<file path="config.mk">
export PLATFORM = sky130hd
export DESIGN_NAME = ascii_number_receiver
export DESIGN_NICKNAME = d
export VERILOG_FILES = /design/src/rtl/ascii_number_receiver.sv
export SDC_FILE = /design/constraint.sdc
export NUM_CORES = 1
export LEC_CHECK = 0
export BUFFER_PORTS_ARGS = -buffer_cell sky130_fd_sc_hd__buf_2
export CELL_PAD_IN_SITES_DETAIL_PLACEMENT = 1
export CELL_PAD_IN_SITES_GLOBAL_PLACEMENT = 2
export CORE_ASPECT_RATIO = 0.75
export CORE_MARGIN = 2
export CORE_UTILIZATION = 42
export CTS_CLUSTER_DIAMETER = 30
export DETAILED_ROUTE_END_ITERATION = 8
export GPL_TIMING_DRIVEN = 0
export HOLD_SLACK_MARGIN = 0.06
export PLACE_DENSITY_LB_ADDON = 0.05
export SLEW_MARGIN = 20
export SYNTH_ARGS = -nofsm -noshare
export SYNTH_HDL_FRONTEND = slang
export SYNTH_SLANG_ARGS = --single-unit
</file>
<file path="constraint.sdc">
create_clock -name clk -period 10.22 [get_ports clk]
set_clock_uncertainty 0.05 [all_clocks]
set_input_delay 0 -clock clk [delete_from_list [all_inputs] [get_ports clk]]
set_output_delay 0 -clock clk [all_outputs]
set_load 0.02 [all_outputs]
</file>
<file path="src/rtl/ascii_number_receiver.sv">
// ascii_number_receiver
// Parses a framed, signed decimal ASCII number arriving one byte per strobe
// (START_CHAR, optional '-', digits, terminator) into a two's-complement word.
//
// Result handshake: value/value_valid rise together the cycle after the
// terminator strobe and stay frozen until value_ack is seen high while
// value_valid=1. value_valid drops the following cycle. value_ack is ignored
// at all other times. No other byte is parsed while a result is being held.
// Each such byte is dropped and reported as OVERRUN.
module ascii_number_receiver #(
  parameter int         WIDTH          = 32,
  parameter logic [7:0] START_CHAR     = 8'h68,
  parameter int         TIMEOUT_CYCLES = 0
) (
  input  logic             clk,
  input  logic             rst,
  input  logic [7:0]       rx_data,
  input  logic             new_rx_data,
  output logic [WIDTH-1:0] value,
  output logic             value_valid,
  input  logic             value_ack,
  output logic             err,
  output logic [2:0]       err_code,
  output logic             busy,
  output logic [1:0]       state_dbg
);

  typedef enum logic [1:0] {
    S_IDLE   = 2'd0,
    S_SIGN   = 2'd1,
    S_DIGITS = 2'd2,
    S_HOLD   = 2'd3
  } state_t;

  localparam logic [2:0] E_BAD_CHAR = 3'd1;
  localparam logic [2:0] E_OVERFLOW = 3'd2;
  localparam logic [2:0] E_EMPTY    = 3'd3;
  localparam logic [2:0] E_OVERRUN  = 3'd4;
  localparam logic [2:0] E_TIMEOUT  = 3'd5;

  // Accumulator arithmetic is 4 bits wider so acc*10+d can never wrap.
  localparam int AW = WIDTH + 4;
  localparam logic [AW-1:0] LIMIT_POS = {{5{1'b0}}, {(WIDTH-1){1'b1}}};
  localparam logic [AW-1:0] LIMIT_NEG = {{4{1'b0}}, 1'b1, {(WIDTH-1){1'b0}}};

  // Timeout counter only needs to hold 0..TIMEOUT_CYCLES-1.
  localparam int TW = (TIMEOUT_CYCLES > 2) ? $clog2(TIMEOUT_CYCLES) : 1;
  localparam logic [TW-1:0] TO_LAST = TW'((TIMEOUT_CYCLES > 0) ? TIMEOUT_CYCLES - 1 : 0);

  state_t           state;
  logic [WIDTH-1:0] acc;
  logic             neg;
  logic [3:0]       ndig;
  logic [TW-1:0]    tcnt;

  logic             is_digit;
  logic             is_term;
  logic             is_start;
  logic             is_minus;
  logic [AW-1:0]    acc_ext;
  logic [AW-1:0]    acc_next;
  logic             acc_ovf;
  logic [WIDTH-1:0] acc_neg;
  logic             to_fire;

  // Byte classification and the next accumulator value for a digit byte.
  always_comb begin
    is_digit = (rx_data >= 8'h30) && (rx_data <= 8'h39);
    is_term  = (rx_data == 8'h0D) || (rx_data == 8'h0A) || (rx_data == 8'h20);
    is_start = (rx_data == START_CHAR);
    is_minus = (rx_data == 8'h2D);
    acc_ext  = {4'b0000, acc};
    acc_next = (acc_ext << 3) + (acc_ext << 1) + {{(AW-4){1'b0}}, rx_data[3:0]};
    acc_ovf  = acc_next > (neg ? LIMIT_NEG : LIMIT_POS);
    acc_neg  = ~acc + WIDTH'(1);
    to_fire  = (TIMEOUT_CYCLES > 0) && (tcnt == TO_LAST);
  end

  assign state_dbg = state;

  // Parser FSM: all outputs are registered here, err is a one-cycle pulse.
  always_ff @(posedge clk or negedge rst) begin
    if (!rst) begin
      state       <= S_IDLE;
      acc         <= '0;
      neg         <= 1'b0;
      ndig        <= 4'd0;
      tcnt        <= '0;
      value       <= '0;
      value_valid <= 1'b0;
      err         <= 1'b0;
      err_code    <= 3'd0;
      busy        <= 1'b0;
    end else begin
      err <= 1'b0;
      case (state)
        S_IDLE: begin
          tcnt <= '0;
          if (new_rx_data && is_start) begin
            acc   <= '0;
            neg   <= 1'b0;
            ndig  <= 4'd0;
            state <= S_SIGN;
            busy  <= 1'b1;
          end
        end

        S_SIGN, S_DIGITS: begin
          if (new_rx_data) begin
            tcnt <= '0;
            if (is_start) begin
              // A fresh start byte restarts the frame without complaint.
              acc   <= '0;
              neg   <= 1'b0;
              ndig  <= 4'd0;
              state <= S_SIGN;
            end else if (is_minus && state == S_SIGN) begin
              neg   <= 1'b1;
              state <= S_DIGITS;
            end else if (is_digit) begin
              if (acc_ovf) begin
                err      <= 1'b1;
                err_code <= E_OVERFLOW;
                state    <= S_IDLE;
                busy     <= 1'b0;
              end else begin
                acc   <= acc_next[WIDTH-1:0];
                state <= S_DIGITS;
                if (ndig != 4'hF) ndig <= ndig + 4'd1;
              end
            end else if (is_term) begin
              if (ndig == 4'd0) begin
                err      <= 1'b1;
                err_code <= E_EMPTY;
                state    <= S_IDLE;
                busy     <= 1'b0;
              end else begin
                value       <= neg ? acc_neg : acc;
                value_valid <= 1'b1;
                state       <= S_HOLD;
              end
            end else begin
              err      <= 1'b1;
              err_code <= E_BAD_CHAR;
              state    <= S_IDLE;
              busy     <= 1'b0;
            end
          end else if (to_fire) begin
            tcnt     <= '0;
            err      <= 1'b1;
            err_code <= E_TIMEOUT;
            state    <= S_IDLE;
            busy     <= 1'b0;
          end else if (TIMEOUT_CYCLES > 0) begin
            tcnt <= tcnt + TW'(1);
          end
        end

        S_HOLD: begin
          // Bytes are dropped while holding; the ack still completes.
          if (new_rx_data) begin
            err      <= 1'b1;
            err_code <= E_OVERRUN;
          end
          if (value_ack) begin
            value_valid <= 1'b0;
            state       <= S_IDLE;
            busy        <= 1'b0;
          end
        end

        default: begin
          state       <= S_IDLE;
          value_valid <= 1'b0;
          busy        <= 1'b0;
        end
      endcase
    end
  end

endmodule
</file>
==> summary.md, run 1 <==
| Metric | Value |
|---|---|
| Max-Cap Viols | 0 |
| Yosys reg bits | slightly below 80 |
| Total CTS buffers | 9 |
| All-Layer GR Usage | 0.258 |
| Post-Syn Nets | 880 |
| Worst-skew pair later-pin latency | 0.34 ns |
| Layout cell share with drive strength beyond 1 | 0.105 |
| End of the worst register-to-register path | acc[2] |
| Status | completed |
| Slew headroom | 0.445 |
| Total number of vias | 6236 |
| Worst hold path class | in -> async |
| Post-CTS Setup Bufs | 0 |
| Post-place setup slack | between 4 and 5 ns |
| CP endpoint kind | flop |
| Commonest cells after routing, fill and taps aside | 102 x ha_1, 93 x nand2_1, 76 x dfrtp_1 |
| Post-synthesis cell count | 764 |
| Final worst slack | between 3 and 4 ns |
| Asr flop ratio synth | 1.00 |
| Mean post-synth cell area | ~9 um^2 |
| Die extent in y | 114 um |
| Final Hold Fails | 0 |
| Diode count | 0 |
| Most common cell after layout, fill and taps aside | ha_1 |
| DR iter-0 viols | about 250 |
| Fmax | 160 MHz |
| RR Startpoint | acc[2] |
| Row count | 40 |
| Residual DRC | 0 |
| Cell Count Post-Placement | 1026 |
| TNS Setup | 0 ns |
| Worst Path Required | 10.44 ns |
| Distinct cells, synth | 66 |
| CORE AREA | roughly 16000 um^2 |
| I/O Buffers | 51 |
| Hpwl dp | between 15000 and 20000 um |
| Worst-margin pin slew | 0.825 ns |
| R2R depth | 20 |
| CP arrival | 6.46 ns |
| Fin crit share | 0.611 |
| # IOs | 52 |
| Worst setup SP type | flop |
| P per Cell Area | 132 nW/um^2 |
| CTS H-tree depth | 3 |
| Clock-pin slew on the worst setup and hold paths | around 0.06 ns |
| CP startpoint | acc[2] |
| Main flop type after synthesis | dfrtp_1 |
| Crit path to | acc[2] |
| Antenna violations before repair | 0 |
| Type of the worst setup path | reg -> reg |
| Detail-routed via count per cell | 5.95 |
| Bufs on Longest Clock Path | 2 |
| R2r setup slk | 3.98 ns |
| Sequential element share of the synthesized area | 0.283 |
| Post-route non-filler standard cell count | ~1000 |
| Initial Util | 0.427 |
| First-pass GRT wire length | 34800 um |
| Post-Route WL | 21400 um |
| Synth-to-Final Area Change | 14.0% |
| Largest net degree at the start of global routing | 50 |
| Number of synthesized flops with an enable pin | 0 |
| TritonCTS clock tree | done |
| Die X | 151 um |
| CP max FO | 10 |
| Final min period | 6.24 ns |
| Worst IR drop on VDD | roughly 0.076 mV |
| Post-DRT Antenna Nets | 0 |
| # nets final | 949 |
| Leading area contributor after synthesis | dfrtp_1 |
| Ys Warns | 0 |
| Max Slew Vio Count | 0 |
| Min Hold Slack | 0.0900 ns |
| Total iterations of the first detailed-routing run | 4 |
| Top area cells in the synthesized netlist | dfrtp_1 28%, ha_1 19%, o21ai_0 5.1% |
| RSZ-0062 raised after global routing | false |
| Drt wl/cell | 20.4 um |
| Leakage | a little under 4 nW |
| GP Congestion | 0.875 |
| Final setup viols | 0 |
| Die area | 17300 um^2 |
| Grt ovf | 0 |
| Sink Count | 77 |
| Mapped cell area | 6810 um^2 |
| Clk root buf | clkbuf_16 |
| Area fraction of the dominant cell type after synthesis | 0.283 |
| Vias in the first global route | 6476 |
## area by class of cell
cell class / instances / area [um^2]
inverter: 16 / 60.1
tap: 210 / 263
fill: 1899 / 8200
clock buffer: 12 / 246
buffer: 29 / 123
sequential: 77 / 1930
clock inverter: 4 / 95.1
timing repair buffer: 58 / 345
multi-input combinational: 642 / 4700
## Yosys cell counts, types with 3 or more instances
master,instances
ha_1,102
nand2_1,93
dfrtp_1,77
o21ai_0,70
a21oi_1,57
xor2_1,39
a22o_1,34
nor2_1,30
clkbuf_1,22
xnor2_1,20
nand4_1,18
inv_1,16
a21o_1,12
nor3_1,12
o31ai_1,11
o211ai_1,9
a211oi_1,8
nand3_1,8
and2_1,7
nor4_1,7
o41ai_1,7
a31oi_1,6
nand2b_1,6
nor2b_1,6
or4_1,6
a211o_1,5
o21ai_1,5
or4_4,5
nand3b_1,4
o21bai_1,4
and3_1,3
buf_4,3
mux2i_1,3
nor3b_1,3
o2111ai_1,3
## critical path, cell delays in order, from the launching register on
cell and delay, ns:
dfrtp_1 0.48, fa_1 0.51, fa_1 0.50, a211oi_1 0.44
o21ai_0 0.32, nand3_1 0.16, nand2_1 0.09, a31oi_1 0.28
o21ai_0 0.13, xor2_1 0.21, ha_1 0.33, nand4_1 0.11
nor4_1 0.59, a21boi_0 0.33, a2111o_1 0.18, a31oi_1 0.11
nand4_1 0.21, nor3_1 0.08, o21ai_1 0.39, clkbuf_1 0.45
a22o_1 0.22
## worst min-delay path by stage
stage	cells after the start	end	slack, ns	from
floorplan	0	acc[0]	-0.35	rst
global placement	4	value_valid	0.25	value_ack
detailed placement	1	value[6]	-0.09	rst
CTS	2	value[6]	0.09	rst
global route	4	err_code[1]	0.11	rx_data[4]
finish	2	value[6]	0.09	rst
## flip-flops by register name (all words and copies together), names as in the netlist
name         flops
value           32
value_valid      1
acc             32
neg              1
ndig             4
err              1
busy             1
state_dbg        2
err_code         3
## per-stage QoR
step	instance area [um^2]	utilization	total power, mW
floorplan	6810	-	0.562
global placement	7330	0.459	0.640
detailed placement	7360	0.461	0.656
CTS	7760	0.486	1.03
global route	7760	0.486	1.08
finish	7760	0.486	1.02
## timing repair
action / CTS / global route
hold endpoints to repair: 81 / 0
resized for setup: 0 / 0
hold buffers: 6 / 0
## layer usage
metal	part of all wire	GRT usage	routed length (um)	vias to the layer above
met5	0	0	0	-
met4	0.013	0.0679	276	0
met3	0.032	0.0163	676	16
met2	0.44	0.403	9400	101
met1	0.52	0.386	11000	3101
li1	-	-	-	3018
## logic make-up (layout without fill, tap and decap cells)
logic type | after synthesis | count (layout) | synth area share
muxes | 4 | 4 | 0.00606
AOI/OAI and AO/OA | 251 | 251 | 0.241
adders and majority gates | 104 | 104 | 0.193
buffers and inverters | 45 | 119 | 0.0268
xor gates and xnor gates | 59 | 59 | 0.0758
DFF | 77 | 77 | 0.283
and+or+nand+nor | 224 | 224 | 0.174
## power by group
| part | internal, mW | total (mW) | leakage [nW] | switching (mW) |
|---|---|---|---|---|
| Clock | 0.245 | 0.368 | 0.167 | 0.122 |
| Sequential | 0.323 | 0.352 | 1.05 | 0.0281 |
| Combinational | 0.120 | 0.302 | 2.64 | 0.182 |
| Total | 0.689 | 1.02 | 3.86 | 0.333 |
Note: power is estimated with default switching activity, not from simulation.
==> run 2, diff against run 1 <==
Settings changed: CORE_UTILIZATION 42 to 39.
Clock period 10.22 ns to 6.1 ns, I/O delays scaled along.
==> run 2 against run 1 <==
Net effect:
- utilization is 2.4 points lower
- global-route usage is 1.3 points lower
- die area is 7.5% higher
- via count is 0.16% higher
- combinational power is 72% higher
- maximum frequency is 9.2% higher
- count of clock-buffer cells in the layout is 1 higher
- non-clock buffer count is 1 higher
- final area is 1.2% higher
- clock power is 76% higher
- sequential cell count stayed put
==> summary.md, run 2 (synthesis results as in run 1) <==
| Metric | Value |
|---|---|
| Leakage | 3.90 nW (+1.0%) |
| GR Layer Usage met2 | 0.368 (-0.0352) |
| Largest net degree at the start of global routing | 55 (+10%) |
| Worst Path Required | 6.28 ns (-4.16 ns) |
| R2r setup slk | 0.38 ns (-3.60 ns) |
| Worst hold path class | in -> async |
| DR iter-0 viols | 187 (-24%) |
| Final worst slack | 0.382 ns (-3.60 ns) |
| Met1 Track Usage GR | 0.369 (-0.0178) |
| Detail-routed via count per cell | 5.81 (-2.4%) |
| Grt ovf | 0 (unchanged) |
| GP Congestion | 0.894 (+2.1%) |
| Worst IR drop on VDD | 0.120 mV (+58%) |
| CP arrival | 5.90 ns (-0.56 ns) |
| Min Hold Slack | 0.0689 ns (-0.0211 ns) |
| Die area | 18600 um^2 (+7.5%) |
| WP buf/inv | 2 (+1) |
| Antenna violations before repair | 0 (unchanged) |
| End of the worst register-to-register path | acc[10] |
| # IOs | 52 (unchanged) |
| Drt wl/cell | 20.5 um (+0.53%) |
| Worst-skew pair later-pin latency | 0.34 ns (about the same) |
| Slowest Stage Delay on Critical Path | 0.61 ns (+0.02 ns) |
| R2R depth | 21 (+5.0%) |
| First-pass GRT wire length | 35900 um (+3.2%) |
| Fin crit share | 0.937 (+0.327) |
| P per Cell Area | 223 nW/um^2 (+70%) |
| Post-place setup slack | -0.0842 ns (-4.15 ns) |
| Initial Util | 0.401 (-0.0255) |
| Register cell area after layout | 1930 um^2 (about the same) |
| Placed Area | 7400 um^2 (+0.44%) |
| Type of the worst setup path | reg -> reg |
| Sink Count | 77 (unchanged) |
| Grt peak-use layer | met1 |
| Multi-input gate area | 4730 um^2 (+0.56%) |
| Status | completed |
| Total number of vias | 6246 (+0.16%) |
| Residual DRC | 0 (unchanged) |
| Net Switching | 0.574 mW (+73%) |
| Fmax | 175 MHz (+9.2%) |
| CP max FO | 10 (unchanged) |
| Worst setup SP type | flop |
| Worst-margin pin slew | 0.878 ns (+0.0529 ns) |
| CORE AREA | 17000 um^2 (+6.4%) |
| Max Slew Vio Count | 0 (unchanged) |
| # nets final | 950 (+0.11%) |
| Diode count | 0 (unchanged) |
| Hpwl dp | 17700 um (+1.0%) |
| FILL cells | 1955 (+2.9%) |
| TNS Setup | 0 ns (unchanged) |
| Total iterations of the first detailed-routing run | 4 (unchanged) |
| M3 GR Usage | 0.0293 (+0.0130) |
| Clock-pin slew on the worst setup and hold paths | 0.06 ns (about the same) |
| RR Startpoint | acc[9] |
| Final Instance Area | 7860 um^2 (+1.2%) |
| Clk root buf | clkbuf_16 |
| Commonest cells after routing, fill and taps aside | 102 x ha_1, 93 x nand2_1, 75 x dfrtp_1 |
| Row count | 41 (+2.5%) |
| Final Hold Fails | 0 (unchanged) |
| Internal | 1.18 mW (+72%) |
| Die X | 157 um (+3.7%) |
| Switch share | 0.327 (+0.00133) |
| Max-Cap Viols | 0 (unchanged) |
| I/O Buffers | 51 (unchanged) |
| All-Layer GR Usage | 0.244 (-0.0135) |
| Vias in the first global route | 6553 (+1.2%) |
| Delay-heaviest family, CP | compound AO/OA/AOI/OAI gates |
| CP endpoint kind | flop |
| Die extent in y | 118 um (+3.6%) |
| Post-Route WL | 22000 um (+3.1%) |
| CP max-delay cell | a2111oi_1 |
| Slew headroom | 0.409 (-0.0356) |
| Final setup viols | 0 (unchanged) |
| Part of the power in registers | 0.335 (-0.009) |
| Synth-to-Final Area Change | 15.3% |
| Gate power share | 0.295 (about the same) |
| Bufs on Longest Clock Path | 2 (unchanged) |
| Clock network power share | 0.369 (+0.009) |
| Cells along the critical path | ha_1, ha_1, clkbuf_1, nand2_1, a2111oi_1, a211o_1, nor2_1, nor3_1, nor3_1, xnor2_1, ha_1, nand2_1, o21ai_0, a211o_1, o2bb2ai_1, a31oi_1, nand4_1, nor3_1, o21ai_1, clkbuf_2, a22o_1 |
| Most common cell after layout, fill and taps aside | ha_1 |
| Total CTS buffers | 9 (unchanged) |
| Post-DRT Antenna Nets | 0 (unchanged) |
| Biggest regs | acc x32, value x32, ndig x4 |
| Final min period | 5.72 ns (-0.525 ns) |
| Layout cell share with drive strength beyond 1 | 0.116 (+0.0106) |
| TritonCTS clock tree | done |
| RSZ-0062 raised after global routing | false |
| CTS H-tree depth | 3 (unchanged) |
==> run 2: final cells by class <==
| cell class | instances | share of cell area |
|---|---|---|
| plain buffers | 29 | 0.0161 |
| repair buffers | 59 | 0.0449 |
| well taps | 236 | 0.0376 |
| clock inverters | 3 | 0.0115 |
| multi-input cells | 642 | 0.602 |
| flip-flops and latches | 77 | 0.246 |
| clock buffers | 13 | 0.0344 |
| inverters | 16 | 0.00765 |
==> run 2: worst max-delay path by stage <==
stage / from / to / cells past startpoint
finish: acc[9] / acc[10] / 21
global route: acc[2] / acc[10] / 20
CTS: acc[2] / acc[10] / 20
detailed placement: acc[2] / acc[10] / 20
global placement: acc[2] / acc[4] / 20
floorplan: acc[2] / acc[26] / 20
==> run 2: power by group through the flow <==
stage	clock network [mW]	registers, mW	logic [mW]
floorplan	0	0.598	0.344
global placement	0	0.595	0.479
detailed placement	0	0.599	0.503
CTS	0.654	0.589	0.511
global route	0.677	0.595	0.570
finish	0.648	0.589	0.519
==> run 2: routing by layer <==
| metal | up-vias | wire length (um) |
|---|---|---|
| met4 | 0 | 259 |
| met1 | 3086 | 11700 |
| met3 | 17 | 698 |
| met5 | - | 0 |
| met2 | 115 | 9350 |
| li1 | 3028 | - |
==> run 2: what timing repair did <==
action | CTS | global route
endpoints found under the hold margin | 80 | 0
hold buffers | 6 | 0
endpoints found under the setup margin | 30 | 36
resized for setup | 1 | 13
buffers inserted | 0 | 1
==> run 2: worst reg2reg max path: cells and delay by family (launching register included) <==
| family | cells | cell delay, ns |
|---|---|---|
| DFF | 1 | 0.56 |
| buffers and inverters | 2 | 0.55 |
| adders and majority gates | 3 | 0.91 |
| xor gates and xnor gates | 1 | 0.34 |
| AOI/OAI and AO/OA | 8 | 2.03 |
| and+or+nand+nor | 7 | 1.15 |
==> run 2: stage by stage <==
stage | util | power [mW] | cells
2_1_floorplan | - | 0.942 | 764
3_3_place_gp | 0.434 | 1.07 | 1051
3_5_place_dp | 0.436 | 1.10 | 1052
4_1_cts | 0.461 | 1.75 | 1074
5_1_grt | 0.463 | 1.84 | 1075
6_report | 0.463 | 1.76 | 1075
==> run 3, diff against run 2 <==
Settings changed: MAX_ROUTING_LAYER set to met4, REMOVE_ABC_BUFFERS set to 1.
==> run 3 against run 2 <==
Net effect:
- sequential power barely moved
- power down 6.9%
- register-to-register slack barely moved
==> summary.md, run 3 (synthesis results as in run 1) <==
| Metric | Value |
|---|---|
| Part of the power in registers | 0.360 (+0.025) |
| Layout cell share with drive strength beyond 1 | 0.114 (-0.00122) |
| Final Instance Area | 7720 um^2 (-1.7%) |
| Worst-margin pin slew | 0.917 ns (+0.0395 ns) |
| Cell Count Post-Placement | 1024 (-2.7%) |
| Total iterations of the first detailed-routing run | 4 (unchanged) |
| Clock network power share | 0.313 (-0.056) |
| Worst-skew pair later-pin latency | 0.35 ns (about the same) |
| Post-Route WL | 19800 um (-10%) |
| Final Hold Fails | 0 (unchanged) |
| CP max FO | 17 (+7) |
| All-Layer GR Usage | 0.229 (-0.0151) |
| Worst hold path class | in -> reg |
| Diode count | 0 (unchanged) |
| Die area | 18600 um^2 (unchanged) |
| Worst Path Required | 6.29 ns (about the same) |
| TritonCTS clock tree | done |
| Hold Crit Start | rx_data[7] |
| R2R depth | 20 (-4.8%) |
| Post-CTS Setup Bufs | 0 (unchanged) |
| Worst IR drop on VDD | 0.125 mV (+4.2%) |
| Switch share | 0.371 (+0.0443) |
| R2r setup slk | 0.38 ns (about the same) |
| Residual DRC | 0 (unchanged) |
| # nets final | 924 (-2.7%) |
| Vias in the first global route | 6384 (-2.6%) |
| Leakage | 3.82 nW (-2.2%) |
| Cells along the critical path | fa_1, ha_1, a211oi_1, o211ai_1, a32oi_2, a211oi_1, or2_2, a21oi_1, xnor2_1, ha_1, a21oi_1, o21ai_0, a211o_1, o2bb2ai_1, a31oi_1, nand4_1, nor3_4, o21ai_4, buf_16, a22o_1 |
| Row count | 41 (unchanged) |
| Grt ovf | 0 (unchanged) |
| Final setup viols | 0 (unchanged) |
| End of the worst register-to-register path | acc[4] |
| # IOs | 52 (unchanged) |
| Placed Area | 7320 um^2 (-1.0%) |
| Total number of vias | 6049 (-3.2%) |
| Commonest cells after routing, fill and taps aside | 102 x ha_1, 93 x nand2_1, 75 x dfrtp_1 |
| DR iter-0 viols | 255 (+36%) |
| Biggest regs | acc x32, value x32, ndig x4 |
| RR Startpoint | acc[2] |
| Slowest Stage Delay on Critical Path | 0.51 ns (-0.10 ns) |
| Slew headroom | 0.383 (-0.0266) |
| CP endpoint kind | flop |
| Final min period | 5.72 ns (+0.00635 ns) |
| CORE AREA | 17000 um^2 (unchanged) |
| Type of the worst setup path | reg -> reg |
| Max-Cap Viols | 0 (unchanged) |
| Crit path to | acc[4] |
| First-pass GRT wire length | 33300 um (-7.2%) |
| Synth-to-Final Area Change | 13.3% |
| I/O Buffers | 51 (unchanged) |
| Die extent in y | 118 um (unchanged) |
| CP startpoint | acc[2] |
| Post-route non-filler standard cell count | 1049 (-2.4%) |
| Clk root buf | clkbuf_16 |
| Die X | 157 um (unchanged) |
| Post-DRT Antenna Nets | 0 (unchanged) |
| Clock-pin slew on the worst setup and hold paths | 0.06 ns (about the same) |
| GP Congestion | 0.883 (-1.1%) |
| CTS H-tree depth | 3 (unchanged) |
| Drt wl/cell | 18.9 um (-7.8%) |
| Most common cell after layout, fill and taps aside | ha_1 |
| FILL cells | 2020 (+3.3%) |
| CP max-delay cell | fa_1 |
| Max Slew Vio Count | 0 (unchanged) |
| Bufs on Longest Clock Path | 2 (unchanged) |
| Initial Util | 0.401 (unchanged) |
| Status | completed |
| Total CTS buffers | 9 (unchanged) |
| Fin crit share | 0.938 (+0.00104) |
| Hpwl dp | 15000 um (-15%) |
| Largest net degree at the start of global routing | 65 (+18%) |
| Sink Count | 77 (unchanged) |
| Gate power share | 0.327 (+0.032) |
| Internal | 1.03 mW (-13%) |
| Antenna violations before repair | 0 (unchanged) |
| Final Core Density | 0.455 (-0.00781) |
| RSZ-0062 raised after global routing | false |
| Net Switching | 0.607 mW (+5.8%) |
| CP arrival | 5.91 ns (about the same) |
| P per Cell Area | 212 nW/um^2 (-5.3%) |
| Worst setup SP type | flop |
| Detail-routed via count per cell | 5.77 (-0.75%) |
| Fmax | 175 MHz (-0.11%) |
run 3: cell types whose count changed in the layout (fill, tap and decap cells not counted), moves of 3 or more:
cell        previous run  this run
clkinvlp_4             0         5
clkbuf_1              20         2
buf_4                  5         1
bufinv_16              3         0
clkbuf_2               3         0
clkbuf_8               3         0
run 3: cell type report:
cell class	count	area [um^2]	share of cell area
Multi-Input combinational cell	643	4780	0.619
Inverter	16	60.1	0.00778
Clock inverter	5	37.5	0.00486
Timing Repair Buffer	61	385	0.0499
Clock buffer	11	233	0.0301
Tap cell	236	295	0.0382
Sequential cell	77	1930	0.250
run 3: critical path: cells and delay by family, from the launching register on:
| kind | cells | cell delay [ns] |
|---|---|---|
| AOI/OAI and AO/OA | 12 | 2.60 |
| DFF | 1 | 0.47 |
| buffers and inverters | 1 | 0.24 |
| and+or+nand+nor | 3 | 0.89 |
| xor gates and xnor gates | 1 | 0.19 |
| adders and majority gates | 3 | 1.16 |
run 3: per-layer routing:
metal / share of wire / track usage
met4: 0.010 / 0.0539
met5: 0 / -
met3: 0.027 / 0.0297
met2: 0.45 / 0.354
met1: 0.52 / 0.320
run 3: through the flow:
stage	power (mW)	TNS [ns]	worst slack [ns]	hold slack, ns
4_1_cts	1.66	0	0.0758	0.0709
3_3_place_gp	1.09	-31.09	-1.00	0.254
5_1_grt	1.74	0	0.0180	0.119
2_1_floorplan	0.939	0	0.852	-0.346
6_report	1.63	0	0.376	0.0872
3_5_place_dp	1.13	-3.27	-0.117	-0.0349
run 3: how the worst min path moves through the flow:
stage | slack (ns) | to | cells after the start
after floorplan | -0.35 | acc[0] | 0
after detailed placement | -0.03 | value[13] | 1
after global routing | 0.12 | err_code[1] | 4
after CTS | 0.07 | err_code[1] | 4
final | 0.09 | err_code[1] | 4
after global placement | 0.25 | value_valid | 4
run 3: power by group through the flow:
stage / combinational [mW] / sequential, mW / clock, mW
final: 0.534 / 0.588 / 0.512
after floorplan: 0.340 / 0.599 / 0
after CTS: 0.540 / 0.588 / 0.530
after global placement: 0.495 / 0.594 / 0
after detailed placement: 0.530 / 0.598 / 0
after global routing: 0.599 / 0.595 / 0.549
run 3: timing repair:
action / CTS / global route
hold endpoints to repair: 83 / 0
setup endpoints to repair: 32 / 39
pin swaps: 0 / 1
gates resized for setup: 1 / 9
cloned: 0 / 1
hold buffers: 8 / 0
